===== config.mk =====
export PLATFORM = sky130hd
export DESIGN_NAME = rco_calib_ctrl
export DESIGN_NICKNAME = d
export VERILOG_FILES = /design/src/rtl/rco_calib_ctrl.sv
export SDC_FILE = /design/constraint.sdc
export NUM_CORES = 1
export LEC_CHECK = 0
export ABC_AREA = 1
export CAP_MARGIN = 15
export CORE_MARGIN = 4
export CORE_UTILIZATION = 50
export DETAILED_ROUTE_END_ITERATION = 16
export PLACE_DENSITY = 0.73
export REMOVE_ABC_BUFFERS = 1
export SLEW_MARGIN = 20
export SYNTH_ARGS = -nofsm -noshare
export SYNTH_HDL_FRONTEND = slang
export SYNTH_SLANG_ARGS = --single-unit

===== constraint.sdc =====
create_clock -name clk -period 2.5 [get_ports clk]
set_clock_uncertainty 0.05 [all_clocks]
set_input_delay 0.5 -clock clk [delete_from_list [all_inputs] [get_ports clk]]
set_output_delay 0.5 -clock clk [all_outputs]
set_load 0.1 [all_outputs]

===== src/rtl/rco_calib_ctrl.sv =====
// Successive-approximation trim controller for the RC oscillator: one calib_word bit
// per trial, MSB first, decided by counting synchronized RCO rising edges over a window.
module rco_calib_ctrl #(
    parameter int WORD_W     = 7,
    parameter int CNT_W      = 16,
    parameter int EN_WAIT    = 400,
    parameter int SETTLE_CYC = 2000,
    parameter int WIN_CYC    = 20000
) (
    input  logic              clk,
    input  logic              rst_n,
    input  logic              start,
    input  logic              abort,
    input  logic [CNT_W-1:0]  target_cnt,
    input  logic              rco_clk_in,
    output logic [WORD_W-1:0] calib_word,
    output logic              rco_en,
    output logic              busy,
    output logic              done,
    output logic              no_clk,
    output logic [CNT_W-1:0]  meas_cnt
);

    localparam int TMR_MAX = (EN_WAIT > SETTLE_CYC)
                           ? ((EN_WAIT > WIN_CYC) ? EN_WAIT : WIN_CYC)
                           : ((SETTLE_CYC > WIN_CYC) ? SETTLE_CYC : WIN_CYC);
    localparam int TMR_W   = $clog2(TMR_MAX + 1);
    localparam int BIT_W   = (WORD_W > 1) ? $clog2(WORD_W) : 1;
    localparam logic [WORD_W-1:0] WORD_INIT = {1'b1, {(WORD_W-1){1'b0}}};

    typedef enum logic [2:0] {
        IDLE, ENWAIT, TRIAL, SETTLE, MEASURE, DECIDE, DONE
    } state_t;

    state_t              state_reg;
    logic [TMR_W-1:0]    timer_reg;
    logic [BIT_W-1:0]    bit_reg;
    logic [CNT_W-1:0]    target_reg;
    logic [CNT_W-1:0]    cnt_reg;
    logic [CNT_W-1:0]    cnt_next;
    logic [WORD_W-1:0]   calib_word_reg;
    logic [WORD_W-1:0]   trial_word;
    logic                rco_en_reg;
    logic                busy_reg;
    logic                done_reg;
    logic                no_clk_reg;
    logic [CNT_W-1:0]    meas_cnt_reg;
    logic                s1_reg, s2_reg, s3_reg;
    logic                rise;

    // RCO clock is sampled as plain data; s3 delays s2 by one cycle for edge detect
    always_ff @(posedge clk or negedge rst_n) begin
        if (!rst_n) begin
            s1_reg <= 1'b0;
            s2_reg <= 1'b0;
            s3_reg <= 1'b0;
        end else begin
            s1_reg <= rco_clk_in;
            s2_reg <= s1_reg;
            s3_reg <= s2_reg;
        end
    end

    assign rise     = s2_reg & ~s3_reg;
    assign cnt_next = (&cnt_reg) ? cnt_reg : cnt_reg + CNT_W'(rise);

    // Trial word: bit under test set, lower bits cleared, already-decided upper bits kept
    genvar gi;
    generate
        for (gi = 0; gi < WORD_W; gi++) begin : g_trial
            assign trial_word[gi] = (BIT_W'(gi) == bit_reg) ? 1'b1 :
                                    (BIT_W'(gi) >  bit_reg) ? calib_word_reg[gi] : 1'b0;
        end
    endgenerate

    always_ff @(posedge clk or negedge rst_n) begin
        if (!rst_n) begin
            state_reg      <= IDLE;
            timer_reg      <= '0;
            bit_reg        <= '0;
            target_reg     <= '0;
            cnt_reg        <= '0;
            calib_word_reg <= WORD_INIT;
            rco_en_reg     <= 1'b0;
            busy_reg       <= 1'b0;
            done_reg       <= 1'b0;
            no_clk_reg     <= 1'b0;
            meas_cnt_reg   <= '0;
        end else if (abort && state_reg != IDLE) begin
            state_reg  <= IDLE;
            rco_en_reg <= 1'b0;
            busy_reg   <= 1'b0;
            done_reg   <= 1'b0;
        end else begin
            case (state_reg)
                IDLE: begin
                    if (start && !abort) begin
                        target_reg <= target_cnt;
                        busy_reg   <= 1'b1;
                        done_reg   <= 1'b0;
                        no_clk_reg <= 1'b0;
                        rco_en_reg <= 1'b1;
                        bit_reg    <= BIT_W'(WORD_W - 1);
                        timer_reg  <= TMR_W'(EN_WAIT - 1);
                        state_reg  <= ENWAIT;
                    end
                end
                ENWAIT: begin
                    if (timer_reg == '0) begin
                        state_reg <= TRIAL;
                    end else begin
                        timer_reg <= timer_reg - 1'b1;
                    end
                end
                TRIAL: begin
                    calib_word_reg <= trial_word;
                    timer_reg      <= TMR_W'(SETTLE_CYC - 1);
                    state_reg      <= SETTLE;
                end
                SETTLE: begin
                    cnt_reg <= '0;
                    if (timer_reg == '0) begin
                        timer_reg <= TMR_W'(WIN_CYC - 1);
                        state_reg <= MEASURE;
                    end else begin
                        timer_reg <= timer_reg - 1'b1;
                    end
                end
                MEASURE: begin
                    cnt_reg <= cnt_next;
                    if (timer_reg == '0) begin
                        state_reg <= DECIDE;
                    end else begin
                        timer_reg <= timer_reg - 1'b1;
                    end
                end
                DECIDE: begin
                    meas_cnt_reg <= cnt_reg;
                    if (cnt_reg == '0) begin
                        no_clk_reg <= 1'b1;
                    end
                    // Higher word means slower RCO, so a fast count keeps the bit set
                    if (!(cnt_reg > target_reg)) begin
                        calib_word_reg[bit_reg] <= 1'b0;
                    end
                    if (bit_reg == '0) begin
                        state_reg <= DONE;
                    end else begin
                        bit_reg   <= bit_reg - 1'b1;
                        state_reg <= TRIAL;
                    end
                end
                DONE: begin
                    busy_reg  <= 1'b0;
                    done_reg  <= 1'b1;
                    state_reg <= IDLE;
                end
                default: state_reg <= IDLE;
            endcase
        end
    end

    assign calib_word = calib_word_reg;
    assign rco_en     = rco_en_reg;
    assign busy       = busy_reg;
    assign done       = done_reg;
    assign no_clk     = no_clk_reg;
    assign meas_cnt   = meas_cnt_reg;

endmodule


# == After elaboration in Yosys (flattened, before gate mapping) ==
# Index checks and enable logic that the tools add are counted.
# word_totals
ff_bits,83
output_inout_bits,27
# op_classes
addsub,3
order_cmp,10
eq_ne,29
n_mux,44
bitwise,5
reduce_logical,34
# ops
operator,count
15-bit case mux with 4 select lines,1
15-bit two-way mux,3
4-bit AND reduction,11
3-bit != test (second input constant),11
16-bit case mux with 2 select lines,1
3-bit two-way mux,8
1-bit two-way mux,22
3-bit case mux with 6 select lines,1
16-bit by 1-bit adder with 16-bit output,1
16-bit > comparator,1
16-bit logical NOT,1
16-bit two-way mux,1
16-bit AND reduction,1
15-bit logical NOT,1
15-bit by 1-bit subtractor with 15-bit output (second input constant),1
7-bit case mux with 2 select lines,1
2-bit != test (second input constant),6
2-bit nonzero test,5
3-bit == test (first input constant),3
3-bit == test (second input constant),3
3-bit > comparator (first input constant),3
7-bit AND,1
7-bit two-way mux,1
7-bit inverter,1
other kinds (22),36

# == Longest topological paths before layout ==
# depth
word_depth,8
depth_mapped,16
depth_no_buf,15

# == Worst setup path before layout ==
# Ideal clock, no wire load.
# synth_path
path_type,reg-to-reg
startpoint,register cnt_reg[15]
endpoint,"register calib_word_reg[0], in the netlist calib_word[0]"
setup_ns,0.122
arrival_time_ns,1.687
required_time_ns,2.328
slack_ns,0.640
stages_incl_launch_ff,12
path_buffers,1
synth_period_minus_slack_ns,1.860
path_cell_list,dfrtp_1 > ha_1 > nand2_1 > nor2_1 > nand2_1 > nor2_1 > nor2_1 > nand2_1 > clkbuf_1 > nand3_1 > nand2_1 > nand2_1
# synth_via
elab_chain_cells,3
# synth_rtl
element,line_no,source
from (decl),39,logic [CNT_W-1:0] cnt_reg;
from (signal assigned),130,cnt_reg <= cnt_next;
16-bit > comparator,143,if (!(cnt_reg > target_reg)) begin
2-bit != test (no source line),-,
4-bit AND reduction (no source line),-,
to (signal assigned),116,calib_word_reg <= trial_word;
to (decl),41,logic [WORD_W-1:0] calib_word_reg;
# Every way passes these cells.
# A chain may end at the register's enable or synchronous reset.

# == Worst setup path after layout ==
# layout_path
startpoint,register timer_reg[8]
endpoint,register timer_reg[1]
# layout_via
elab_chain_cells,3
word_cells_on_any_way,5
cone_classes,eq/ne: 1; mux: 2; reduce/logical: 2
# layout_rtl
element,line_no,source
from (decl),36,logic [TMR_W-1:0] timer_reg;
from (signal assigned),104,timer_reg <= TMR_W'(EN_WAIT - 1);
from (signal assigned),112,timer_reg <= timer_reg - 1'b1;
from (signal assigned),117,timer_reg <= TMR_W'(SETTLE_CYC - 1);
15-bit logical NOT *,"109, 122, 131",
15-bit two-way mux / 2-bit != test (equally long branches),-,
15-bit case mux with 4 select lines / 4-bit AND reduction (equally long branches),-,
# Mark *: on every way between the ends. The rest lies on a longest branch, timed or not.

==> impl_metrics.csv <==
group,metric,value,unit
run,max_cap_violations,0,
global_route,track_usage,20.7,%
timing,hold_violations,0,
clock_network,tritoncts,"yes",
setup_path,cp-start-kind,"register",
timing,tns,0,ns
clock_network,cts_resized,0,
timing,fin_crit_sh,84.8,%
final_layout,final_core_util,59.9,%
timing,worstMarginPinSlew,0.746,ns
global_route,first_global_vias,4088,
routing,wire_per_inst,13.6,um
yosys,syn_inst,629,
timing,period_minus_slack,2.12,ns
setup_path,crit_type,"reg2reg",
global_route,grt_max_degree,46,
setup_path,r2r_start,"timer_reg[8]",
power,power_density,1060,nW/um^2
final_layout,drive_above_1_share,10.9,%
yosys,synth_top_cell_by_area,"dfrtp_1",
clock_network,path_clk_slew,0.09,ns
setup_path,critPathArrivalTime,2.31,ns
yosys,synth-seq-cells,83,
routing,num_vias,4271,
yosys,synthDistinctLibCells,35,
clock_network,cts.path.max_buffers,2,
yosys,synth_edf_count,0,
routing,drc,0,
global_route,overflow,0,
yosys,syn-cell-area,4780,um^2
power,p_leak,2.76,nW
yosys,synth-warning-count,0,
yosys,synthXorXnorAreaFrac,3.30,%
setup_path,endpoint_kind,"register",
clock_network,cts_sinks,83,
yosys,yosysMostFrequentCell,"nand2_1",
clock_network,numCtsBuffers,9,
floorplanning,die-width,106,um
yosys,ys_seq_area_share,43.5,%
setup_path,cp_max_fo,11,
power,power.total,5.92,mW
outcome,status,"complete, no violations",
power,ir_drop,0.611,mV
floorplanning,num_rows,35,
setup_path,required,2.69,ns
yosys,synthSimpleGateAreaFrac,27.7,%
yosys,avgSynthCellArea,7.60,um^2
yosys,ys.flop_type,"dfrtp_1",
floorplanning,ioPinCount,48,
final_layout,nNetsFinal,729,
floorplanning,coreArea,9280,um^2
yosys,ys_top_cells_by_area,"dfrtp_1 (43%), nand2_1 (11%), ha_1 (6.3%), nor2_1 (6.3%), o21ai_0 (6.1%)",
global_route,antenna_found_initial,0,
yosys,synth_top_family_by_area,"simple AND/OR/NAND/NOR gates",
floorplanning,dieArea,11200,um^2
yosys,synth-compound-area-share,11.1,%
routing,ant_nets,0,
yosys,async_flop_share,100,%
hold_path,hold_class,"in2async",
placement,port_buffers,47,
routing,drt_iter0_markers,181,
routing,wl,11100,um
clock_network,htreeDepth,3,
timing,rsz0062_at_grt,"no",
placement,gp_routability_congestion,0.948,
routing,first_pass_iters,5,
clock_network,clk_latency,0.36,ns
yosys,synth_top_area_share,42.9,%
setup_path,cp-startpoint,"timer_reg[8]",
yosys,synthMuxAreaShare,0,%
floorplanning,initial_core_util,51.5,%
global_route,grt_pass1_wl,18900,um
timing,max_freq,0.472,GHz
timing,maxSlewHeadroom,50.2,%
timing,setup_viol,0,
timing,worst_slack,0.381,ns
final_layout,fillers,882,
clock_network,cts_root_buf,"clkbuf_8",
final_layout,syn_to_final_growth,16.4,%
yosys,ys_top_cells_by_count,"nand2_1 (141), dfrtp_1 (82), nor2_1 (80)",
placement,hpwl,8390,um
floorplanning,die_y,106,um
routing,avgViaCountPerCell,5.22,
timing,maxSlewViolCount,0,
final_layout,diodes,0,
yosys,synth-adder-area-share,6.28,%
clock_network,cts_setup_buffers,0,
placement,preCtsSetupSlack,0.376,ns
clock_network,cts_hold_buffers,0,
-- layer usage --
layer  vias to the layer above  wire length [um]  track usage [%]
li1                       2152                 -                -
met1                      1989              4920             26.1
met2                       108              5400             34.6
met3                        22               539             4.78
met4                         0               242             7.77
met5                         -                 0                0
-- layout make-up --
class | count | area [um^2] | share of cell area (%)
Timing Repair Buffer | 62 | 513 | 9.22
Clock inverter | 6 | 71.3 | 1.28
Multi-Input combinational cell | 450 | 2310 | 41.5
Inverter | 78 | 293 | 5.26
Clock buffer | 10 | 138 | 2.47
Sequential cell | 83 | 2080 | 37.4
Tap cell | 129 | 161 | 2.90
-- kinds of logic (layout without fill, tap and decap cells) --
logic type      count (synthesis)  in the layout
simple gates                  308            308
compound gates                100            100
buf+inv                        96            156
flops                          83             83
fa+ha+maj                      24             24
xor+xnor                       18             18
-- metrics by stage --
step | hold WS, ns | area (um^2) | std cells
2_1_floorplan | 0.154 | 4680 | 611
3_3_place_gp | 0.286 | 5360 | 802
3_5_place_dp | 0.293 | 5360 | 802
4_1_cts | 0.0879 | 5560 | 818
5_1_grt | 0.108 | 5560 | 818
6_report | 0.0721 | 5560 | 818
-- layout by cell type (no fill, tap or decap), drive strengths merged --
cell type      instances
a21o                   1
a21oi                 29
a22oi                  2
buf                   43
bufinv                 1
clkbuf                10
clkdlybuf4s50         19
clkinv                 4
clkinvlp               2
dfrtp                 82
dfstp                  1
ha                    24
inv                   77
nand2                143
nand3                 47
nand3b                 2
nand4                 17
nor2                  83
nor3                  12
nor4                   4
o21ai                 63
o22ai                  2
o31ai                  3
xnor2                  1
xor2                  17
-- path summary, 6_finish.rpt --
check	endpoint	slack (ns)	cells past startpoint
worst max-delay path	timer_reg[1]	0.38	8
worst min-delay path	target_reg[9]	0.07	1
worst max register to register	timer_reg[1]	0.38	8
worst min register to register	s2_reg	0.31	0
max in group asynchronous	calib_word[6]	1.65	2
min in group clk	s2_reg	0.31	0
-- report_power, final --
part / switching (mW) / internal [mW]
Sequential: 0.244 / 1.73
Clock: 0.515 / 0.497
Combinational: 2.22 / 0.712
Total: 2.98 / 2.94
-- critical path: stages (launching register included) --
cell and delay [ns]:
dfrtp_1 0.43, nor2_1 0.25, nand2_1 0.14, nor3_1 0.21
nand4_1 0.20, nand2_1 0.23, inv_1 0.21, o21ai_0 0.22
inv_1 0.06
No activity file was read; power rests on OpenSTA's default activity.
